===== config.mk =====
export PLATFORM = sky130hd
export DESIGN_NAME = uart_tx_fifo_feeder
export DESIGN_NICKNAME = d
export VERILOG_FILES = /design/src/rtl/uart_tx_fifo_feeder.sv
export SDC_FILE = /design/constraint.sdc
export NUM_CORES = 1
export LEC_CHECK = 0
export CELL_PAD_IN_SITES_DETAIL_PLACEMENT = 1
export CELL_PAD_IN_SITES_GLOBAL_PLACEMENT = 2
export CORE_MARGIN = 10
export CORE_UTILIZATION = 49
export DETAILED_ROUTE_END_ITERATION = 7
export PLACE_DENSITY_LB_ADDON = 0.1
export SLEW_MARGIN = 15
export SYNTH_ARGS = -nofsm -noshare
export SYNTH_HDL_FRONTEND = slang
export SYNTH_SLANG_ARGS = --single-unit

===== constraint.sdc =====
create_clock -name sys_clk -period 4.8 [get_ports sys_clk]
set_input_delay 0.96 -clock sys_clk [delete_from_list [all_inputs] [get_ports sys_clk]]
set_output_delay 0.96 -clock sys_clk [all_outputs]
set_load 0.005 [all_outputs]

===== src/rtl/uart_tx_fifo_feeder.sv =====
// Byte FIFO plus load sequencer feeding one 8N1 UART transmitter over the
// TX_DATA / TX_LOAD / LOAD_OK handshake.
module uart_tx_fifo_feeder #(
    parameter int DEPTH  = 16,
    parameter int BYTE_W = 8,
    parameter int CNT_W  = $clog2(DEPTH) + 1
) (
    input  logic              sys_clk,
    input  logic              rst,
    input  logic [BYTE_W-1:0] WR_DATA,
    input  logic              WR_EN,
    input  logic              FLUSH,
    input  logic              CLR_OVF,
    output logic              WR_FULL,
    output logic [CNT_W-1:0]  FILL,
    output logic              OVERFLOW,
    output logic              BUSY,
    output logic [BYTE_W-1:0] TX_DATA,
    output logic              TX_LOAD,
    input  logic              LOAD_OK
);
    localparam int PTR_W = $clog2(DEPTH);

    typedef enum logic [1:0] {
        S_IDLE,
        S_LOAD,
        S_WAIT
    } state_t;

    state_t            r_state;
    state_t            w_next;
    logic [BYTE_W-1:0] r_mem [DEPTH];
    logic [PTR_W-1:0]  r_wr_ptr;
    logic [PTR_W-1:0]  r_rd_ptr;
    logic [CNT_W-1:0]  r_fill;
    logic              r_ovf;
    logic [BYTE_W-1:0] r_tx_data;
    logic              w_full;
    logic              w_push;
    logic              w_pop;
    logic              w_drop;

    // Fullness uses the registered count only, so a same-cycle pop never frees room.
    assign w_full = (r_fill == CNT_W'(DEPTH));
    assign w_push = WR_EN && !w_full && !FLUSH;
    assign w_drop = WR_EN &&  w_full && !FLUSH;
    assign w_pop  = (r_state == S_IDLE) && (r_fill != '0) && LOAD_OK && !FLUSH;

    always_ff @(posedge sys_clk) begin
        if (w_push)
            r_mem[r_wr_ptr] <= WR_DATA;
    end

    always_ff @(posedge sys_clk) begin
        if (rst) begin
            r_wr_ptr <= '0;
            r_rd_ptr <= '0;
            r_fill   <= '0;
        end else if (FLUSH) begin
            r_rd_ptr <= r_wr_ptr;
            r_fill   <= '0;
        end else begin
            if (w_push)
                r_wr_ptr <= r_wr_ptr + PTR_W'(1);
            if (w_pop)
                r_rd_ptr <= r_rd_ptr + PTR_W'(1);
            r_fill <= r_fill + CNT_W'(w_push) - CNT_W'(w_pop);
        end
    end

    always_ff @(posedge sys_clk) begin
        if (rst)
            r_ovf <= 1'b0;
        else if (w_drop)
            r_ovf <= 1'b1;
        else if (CLR_OVF)
            r_ovf <= 1'b0;
    end

    always_ff @(posedge sys_clk) begin
        if (rst)
            r_tx_data <= '0;
        else if (w_pop)
            r_tx_data <= r_mem[r_rd_ptr];
    end

    always_ff @(posedge sys_clk) begin
        if (rst)
            r_state <= S_IDLE;
        else
            r_state <= w_next;
    end

    // No timeout in LOAD: a disabled transmitter holds the request forever.
    always_comb begin
        w_next = r_state;
        case (r_state)
            S_IDLE:  if (w_pop)    w_next = S_LOAD;
            S_LOAD:  if (!LOAD_OK) w_next = S_WAIT;
            S_WAIT:  if (LOAD_OK)  w_next = S_IDLE;
            default:               w_next = S_IDLE;
        endcase
    end

    always_comb begin
        TX_LOAD  = (r_state == S_LOAD);
        BUSY     = (r_fill != '0) || (r_state != S_IDLE);
        WR_FULL  = w_full;
        FILL     = r_fill;
        OVERFLOW = r_ovf;
        TX_DATA  = r_tx_data;
    end
endmodule


-- Word level (Yosys, flattened, before mapping)
Memories as Yosys holds them, arrays and structs flattened. A register that Yosys moved wholly into a read port is not among the register bits.
Index checks and enable logic that the tools add are counted.
- add/subtract/negate cells: 4
- equal/unequal tests: 6
- muxes and demuxes: 10
- bitwise operators: 1
- reductions and logical operators: 18
- operator list (kind ; count):
    $add 4x1->4 const B ; 2
    $mux 4 ; 2
    $logic_and 1x1->1 ; 7
    $mux 2 ; 3
    $ne 2x2->1 const B ; 3
    $pmux 2 s3 ; 1
    $reduce_bool 2->1 ; 3
    $add 5x1->5 ; 1
    $eq 5x5->1 const B ; 1
    $reduce_bool 5->1 ; 1
    $sub 5x1->5 ; 1
    $mux 1 ; 4
    $reduce_and 3->1 ; 1
    $eq 2x1->1 const B ; 1
    $eq 2x2->1 const B ; 1
    $logic_not 1->1 ; 2
    $logic_not 2->1 ; 1
    $reduce_and 2->1 ; 1
    $reduce_or 2->1 ; 1
    $logic_or 1x1->1 ; 1
    $not 1->1 ; 1
- register bits: 16
- memory bits (writable): 128
- input port bits: 14
- output and inout port bits: 17
- logic and storage cells: 45
- memories: 1
- memories (memory ; depth ; width ; rd ports ; clocked after memory_dff ; write ports ; line ; text):
    r_mem ; 16 ; 8 ; 1 ; 1 ; 1 ; 32 ; logic [BYTE_W-1:0] r_mem [DEPTH];

-- Longest topological paths before layout
Gate-level depths: netlist of the first run.
- depth after elaboration: 6
- mapped depth: 15
- mapped depth without buffers: 14

-- Worst setup path before layout of the first run
Ideal clock, no wire load.
- kind: input to register
- from: input port FLUSH
- to: register r_fill[4] (netlist: FILL[4])
- setup time: 96 ps
- arrival time: 3064 ps
- data required time: 4704 ps
- slack: 1640 ps
- stages: 13
- path buffers: 1
- path through: clkbuf_1 > nor4b_2 > nand2_1 > inv_1 > ha_1 > inv_1 > ha_1 > inv_1 > fa_1 > nor2b_1 > o21bai_1 > nand3_1 > nor4b_1
- elaborated cells on any way between the ends: 6
- those cells by class: 2 x add/sub; 4 x reduce/logical
- RTL lines (what ; line ; text):
    from (decl) ; 12 ; input logic FLUSH,
    $logic_not 1->1 ; 47 ; assign w_pop = (r_state == S_IDLE) && (r_fill != '0) && LOAD_OK && !FLUSH;
    $logic_and 1x1->1 ; 47 ;
    net w_pop ; 40 ; logic w_pop;
    $sub 5x1->5 ; 67 ; r_fill <= r_fill + CNT_W'(w_push) - CNT_W'(w_pop);
    to (signal assigned) ; 67 ;
    to (decl) ; 35 ; logic [CNT_W-1:0] r_fill;
The timed path passes the listed nets, and every way through them passes these cells.
A chain may end at the register's enable or synchronous reset.

-- Worst setup path after layout of the first run
Ends and elaborated chain as after synthesis.

==> results of run 1 <==
-- metrics by stage --
| stage | area [um2] | utilization (%) | hold WS, ns | total power, uW | setup slack, ns |
|---|---|---|---|---|---|
| finish | 7180 | 59.2 | 0.474 | 2970 | 1.12 |
| global route | 7180 | 59.2 | 0.490 | 3070 | 0.856 |
| CTS | 7180 | 59.2 | 0.480 | 3000 | 1.10 |
| detailed placement | 6600 | 54.5 | 0.466 | 1720 | 0.678 |
| global placement | 6600 | 54.5 | 0.458 | 1710 | 0.887 |
| floorplan | 6120 | - | 0.473 | 1630 | 1.64 |
-- area by class of cell --
type	instances	area [um2]	share of cell area (%)
flip-flops and latches	152	4330	60.3
repair buffers	38	360	5.02
inverters	13	48.8	0.680
well taps	168	210	2.93
multi-input cells	160	1660	23.1
clock inverters	10	128	1.78
clock buffers	22	444	6.19
-- synthesized netlist by cell type, drive strengths merged (2+ instances only) --
master | count | area [um2]
a211oi | 2 | 15.0
a21oi | 6 | 30.0
a31o | 8 | 70.1
buf | 11 | 80.1
clkbuf | 6 | 22.5
dfxtp | 24 | 480
edfxtp | 128 | 3840
ha | 11 | 138
inv | 12 | 45.0
mux2i | 17 | 170
mux4 | 32 | 721
nand2 | 7 | 26.3
nand2b | 4 | 25.0
nand3 | 5 | 30.0
nand4 | 2 | 18.8
nor2 | 22 | 82.6
nor2b | 5 | 31.3
nor3 | 8 | 40.0
nor4b | 2 | 23.8
o21ai | 3 | 15.0
o22ai | 8 | 50.1
xnor2 | 4 | 35.0
xor2 | 4 | 35.0
-- logic make-up (layout without fill, tap and decap cells) --
kind of cell | Yosys count | after routing
buf+inv | 30 | 83
simple gates | 61 | 61
compound gates | 30 | 30
flops | 152 | 152
mux | 49 | 49
xor+xnor | 8 | 8
fa+ha+maj | 12 | 12
-- path summary, 6_finish.rpt --
check / end / slack [ns] / cells past startpoint
setup / recovery: FILL[4] / 1.12 / 13
hold / removal: TX_DATA[0] / 0.47 / 1
setup reg to reg: FILL[4] / 1.45 / 14
hold reg to reg: TX_DATA[0] / 0.47 / 1
-- flip-flops by register name (all words and copies together) (netlist names) --
signal / cells
FILL: 5
OVERFLOW: 1
r_rd_ptr: 4
TX_DATA: 8
r_state: 2
r_mem: 128
r_wr_ptr: 4
-- per-layer routing --
layer	wire length, um	global-route usage, %
met4	122	5.19
met3	770	4.46
met5	0	0
met2	6320	24.6
met1	5870	20.5
-- power groups by stage --
stage          clock network [uW]  registers (uW)  logic, uW
2_1_floorplan                   0            1490        139
3_3_place_gp                    0            1500        209
3_5_place_dp                    0            1500        212
4_1_cts                      1310            1480        214
5_1_grt                      1360            1480        232
6_report                     1290            1480        210
-- cells in the final DEF, fill, tap and decap left out, types with 2 or more instances in the layout --
cell	synthesis	layout
edfxtp_1	128	128
mux4_2	32	32
clkdlybuf4s50_1	0	30
dfxtp_1	24	23
nor2_1	22	22
mux2i_1	17	17
clkbuf_16	0	17
inv_1	12	12
ha_1	11	11
o22ai_1	8	8
a31o_1	8	8
buf_4	0	8
nand2_1	7	7
nor3_1	8	6
a21oi_1	6	6
nor2b_1	5	5
clkbuf_1	6	5
nand2b_1	4	4
nand3_1	4	4
xor2_1	4	4
xnor2_1	4	4
o21ai_0	3	3
clkinv_1	1	3
bufinv_16	0	3
clkinv_2	0	3
nor3_2	0	2
a211oi_1	2	2
clkinvlp_4	0	2
==> summary.txt, run 1 <==
Routing
  • Initial DRC count: 168
  • DRC: 0
  • WL per Instance: approximately 23 um
  • Antenna viol nets, final: 0
  • Vias: between 3000 and 4000
  • WL final: 13.1 mm
  • Via-to-Cell Ratio: 5.58
  • Pre-antenna DRT Iters: 6

Synthesis
  • Post-synthesis mux area share: 14.5%
  • Compound-Gate Fraction of Synth Area: 3.33%
  • Main flop type after synthesis: edfxtp_1
  • Netlist cell types: 38
  • #FFs+latches synth: approximately 150
  • Synth Area in XOR/XNOR: about 1.1%
  • Syn_nets: approximately 370
  • Async SR Flop Fraction: 0%
  • Synth Area in Simple Gates: around 5.3%
  • Largest family of logic cells by synthesized area: multiplexers
  • Post-Syn Area: between 6000 and 7000 um2
  • Adder-cell share of the synthesized area: under 10%
  • Post-synthesis sequential area ratio: 70.6%
  • Average instance area after synthesis: around 18 um2
  • Number of synthesis warnings: 0
  • Mapped Cells: between 300 and 400
  • Post-synth EDFFs: 128

Placed design
  • Hpwl dp: between 8 and 9 mm
  • Gpl congestion: between 0.7 and 0.8
  • Dpl cells: around 530
  • PortBufs: 30

Floorplan
  • Core footprint: 12100 um2
  • Die area: 17400 um2
  • # rows: 40
  • Initial Util: around half
  • Die W: 132 um
  • Die height: 132 um
  • # IOs: 31

Run status
  • Status: complete, no violations

Timing
  • Measured slew at the worst slew-check pin: ~1 ns
  • Max-slew headroom: around 32%
  • RSZ-0062 raised after global routing: false
  • Crit share post-route: 76.6%
  • Final min period: 3.68 ns
  • Max-slew violations: 0
  • Setup violations, final: 0
  • Final Hold Viols: 0
  • Setup Skew: between 0.008 and 0.009 ns
  • Setup TNS: 0 ns
  • Max Fclk: 272 MHz

Setup path
  • CP delay by family, top: simple AND/OR/NAND/NOR gates
  • Setup CP Type: primary input to flip-flop
  • CP Cell Sequence: clkdlybuf4s50_1 > nor4b_2 > nand2_1 > inv_1 > ha_1 > inv_1 > ha_1 > inv_1 > fa_1 > nor2b_1 > o21bai_1 > nand3_1 > nor4b_1
  • Reg-to-Reg Start: FILL[2]
  • CP Max Fanout: 10
  • Largest stage delay, worst path: roughly 0.59 ns
  • Worst path most repeated cell: inv_1
  • Worst Path Buf+Inv: 4
  • Worst Path Arrival: around 4.0 ns
  • CP max-delay cell: clkdlybuf4s50_1
  • Critical path origin: FLUSH
  • CP required: about 5.1 ns
  • CP Capture Type: flip-flop
  • Startpoint types: primary input

Clocking
  • CTS H-Tree Depth: 4
  • # clock sinks: approximately 150
  • Post-CTS Hold Buffers: 0
  • CTS tree: built
  • Longest Clk Path Bufs: 2
  • CTS Buf Count: 17
  • Reg clk slew, reported paths: ~0.060 ns
  • Root Driver: clkbuf_16
  • Setup bufs post-CTS: 0
  • Post-cts sizing count: 0
  • Worst-Skew Late Latency: around 0.42 ns

Power
  • Switching Fraction: 20.5%
  • Leakage: ~0.0023 uW
  • Sequential Power Share: about half
  • Gate power share: around 7.1%
  • Pwr Density: a little over 400 nW/um2
  • Sw power: about 610 uW
  • Pint: about 2400 uW
  • Peak VDD IR: approximately 0.29 mV
  • Clk pwr share: a little over two fifths

Final layout
  • Filler Cell Count: 1086
  • Nets: 408
  • Final cell count without fillers: approximately 560
  • Area Overhead vs Synth: 17.2%
  • Diodes inserted: 0
  • Layout cells sized above 1: 18.2%

Global route
  • Wire length of the first global-routing pass: 20.3 mm
  • Initial antenna violation count: 0
  • Largest net degree at the start of global routing: 25
  • Number of global-route vias before repair: ~3300
  • Total congestion overflow: 0
  • Gr usage total: between 10% and 20%

Worst hold path
  • HP Start: TX_DATA[0]
  • Hold Path Class: flip-flop to flip-flop

Job
  • Max_cap viols: 0
No activity file was read; power rests on OpenSTA's default activity.
==> run 2: changes to the inputs <==
CORE_UTILIZATION = 41   (was 49)
clock period = 3.3 ns   (was 4.8 ns; I/O delays follow)
==> run 2 against run 1 <==
Via count grew 2.1%. Clock power grew 40%. Routed wire length shrank 0.48%. Sequential cell count is the same. Final area grew 2.1%. Critical path type is now flip-flop to flip-flop. Largest cell class unchanged. Highest routed layer unchanged.
==> summary.txt, run 2 (synthesis results as in run 1) <==
Floorplan
  • Die area: a little over 20000 um2
  • # rows: 44
  • Core footprint: around 15000 um2
  • Die W: about 140 um
  • Initial Util: 42.0%
  • Die height: 142 um
  • # IOs: 31

Clocking
  • Post-CTS Hold Buffers: 0
  • CTS Buf Count: 17
  • Longest Clk Path Bufs: 2
  • Reg clk slew, reported paths: 0.06 ns
  • Root Driver: clkbuf_16
  • CTS tree: built
  • Worst-Skew Late Latency: ~0.42 ns
  • # clock sinks: between 150 and 200
  • CTS H-Tree Depth: 4
  • Post-cts sizing count: 0
  • Setup bufs post-CTS: 0

Global route
  • Number of global-route vias before repair: about 3500
  • Initial antenna violation count: 0
  • Wire length of the first global-routing pass: about 20 mm
  • Largest net degree at the start of global routing: 29
  • Total congestion overflow: 0
  • Gr usage total: between 10% and 20%

Worst hold path
  • HP Start: TX_DATA[4]
  • Hold Path Class: flip-flop to flip-flop
  • Worst Hold Depth: 1
  • Hold endpoint: TX_DATA[4]

Placed design
  • Hpwl dp: 8.60 mm
  • PortBufs: 30
  • Gpl congestion: between 0.7 and 0.8

Setup path
  • CP Capture Type: flip-flop
  • CP required: roughly 3.6 ns
  • Reg2reg path depth: 14
  • CP Max Fanout: 6
  • Reg2Reg Setup Slack: roughly 0.37 ns
  • Critical R2R Capture: FILL[4]
  • Startpoint types: flip-flop
  • Reg-to-Reg Start: FILL[3]
  • Worst Path Arrival: around 3.3 ns
  • Setup CP Type: flip-flop to flip-flop

Power
  • Sequential Power Share: ~50%
  • Clk pwr share: 42.3%
  • Gate power share: 7.4%
  • Sw power: 961 uW
  • Leakage: 0.00239 uW
  • Pwr Density: roughly 600 nW/um2
  • Pint: 3310 uW
  • Peak VDD IR: roughly 0.36 mV
  • Pwr Total: 4270 uW
  • Switching Fraction: roughly 22%

Timing
  • Setup Skew: between 0.004 and 0.005 ns
  • Setup violations, final: 0
  • Crit share post-route: between 80 and 90%
  • Setup TNS: 0 ns
  • Max Fclk: about 340 MHz
  • Final min period: 2.93 ns
  • Final Hold Viols: 0
  • Max-slew headroom: 36.6%
  • Max-slew violations: 0
  • RSZ-0062 raised after global routing: false
  • Measured slew at the worst slew-check pin: roughly 0.95 ns

Final layout
  • Highest-count cells in the layout ignoring fill and taps: edfxtp_1, mux4_2, clkdlybuf4s50_1
  • Filler Cell Count: around 1300
  • Layout Utilization: around half
  • Area Overhead vs Synth: 19.6%
  • Largest Register: r_mem
  • Diodes inserted: 0
  • Most common cell after layout, fill and taps aside: edfxtp_1
  • Nets: around 430
  • Layout cells sized above 1: between 20% and 30%
  • Number of flip-flops in the largest register: approximately 130

Routing
  • Initial DRC count: roughly 170
  • Pre-antenna DRT Iters: 4
  • WL per Instance: between 20 and 25 um
  • Antenna viol nets, final: 0
  • DRC: 0
  • WL final: between 10 and 15 mm
  • Via-to-Cell Ratio: 5.37
  • Vias: around 3200

Job
  • Max_cap viols: 0

Run status
  • Status: complete, no violations
## run 2: cell types whose count changed in the layout (fill, tap and decap cells not counted), moves of 3 or more
cell      delta
buf_4       +16
clkbuf_1     -4
inv_6        +4
clkinv_2     -3
## run 2: critical path, stage by stage, from the launching register on
cell	delay, ns
dfxtp_1	0.33
inv_1	0.08
ha_1	0.16
or4b_1	0.57
nand2_1	0.14
inv_1	0.05
ha_1	0.28
inv_1	0.05
ha_1	0.15
inv_1	0.06
fa_1	0.39
nor2b_1	0.17
o21bai_1	0.11
nand3_1	0.09
nor4b_1	0.21
## run 2: metrics by stage
stage	cells	hold slack (ns)	instance area, um2	worst slack, ns
floorplan	342	0.473	6120	0.440
global placement	565	0.457	6770	0.180
detailed placement	565	0.464	6770	0.0906
CTS	597	0.479	7330	0.337
global route	597	0.487	7330	0.113
finish	597	0.474	7330	0.368
## run 2: layout make-up
type | count | area [um2] | area share (%)
Timing Repair Buffer | 56 | 520 | 7.10
Clock inverter | 14 | 124 | 1.69
Multi-Input combinational cell | 160 | 1650 | 22.5
Inverter | 13 | 48.8 | 0.666
Tap cell | 184 | 230 | 3.14
Clock buffer | 18 | 429 | 5.86
Sequential cell | 152 | 4330 | 59.0
## run 2: worst max-delay path by stage
stage / cells after the start / from / end / slack (ns)
2_1_floorplan: 13 / FLUSH / FILL[4] / 0.44
3_3_place_gp: 13 / FLUSH / FILL[4] / 0.18
3_5_place_dp: 13 / FLUSH / FILL[4] / 0.09
4_1_cts: 14 / FILL[3] / FILL[4] / 0.34
5_1_grt: 14 / FILL[3] / FILL[4] / 0.11
6_report: 14 / FILL[3] / FILL[4] / 0.37
## run 2: power by group through the flow
| stage | Combinational [uW] | Clock (uW) | Sequential (uW) |
|---|---|---|---|
| 2_1_floorplan | 202 | 0 | 2160 |
| 3_3_place_gp | 316 | 0 | 2190 |
| 3_5_place_dp | 323 | 0 | 2190 |
| 4_1_cts | 325 | 1850 | 2150 |
| 5_1_grt | 354 | 1930 | 2150 |
| 6_report | 318 | 1810 | 2140 |
## run 2: metal layers
metal | track usage, % | vias up | routed length (um)
met5 | 0 | - | 0
met1 | 18.2 | 1659 | 5990
met4 | 5.00 | 0 | 170
met3 | 3.60 | 17 | 634
met2 | 20.8 | 69 | 6230
li1 | - | 1461 | -
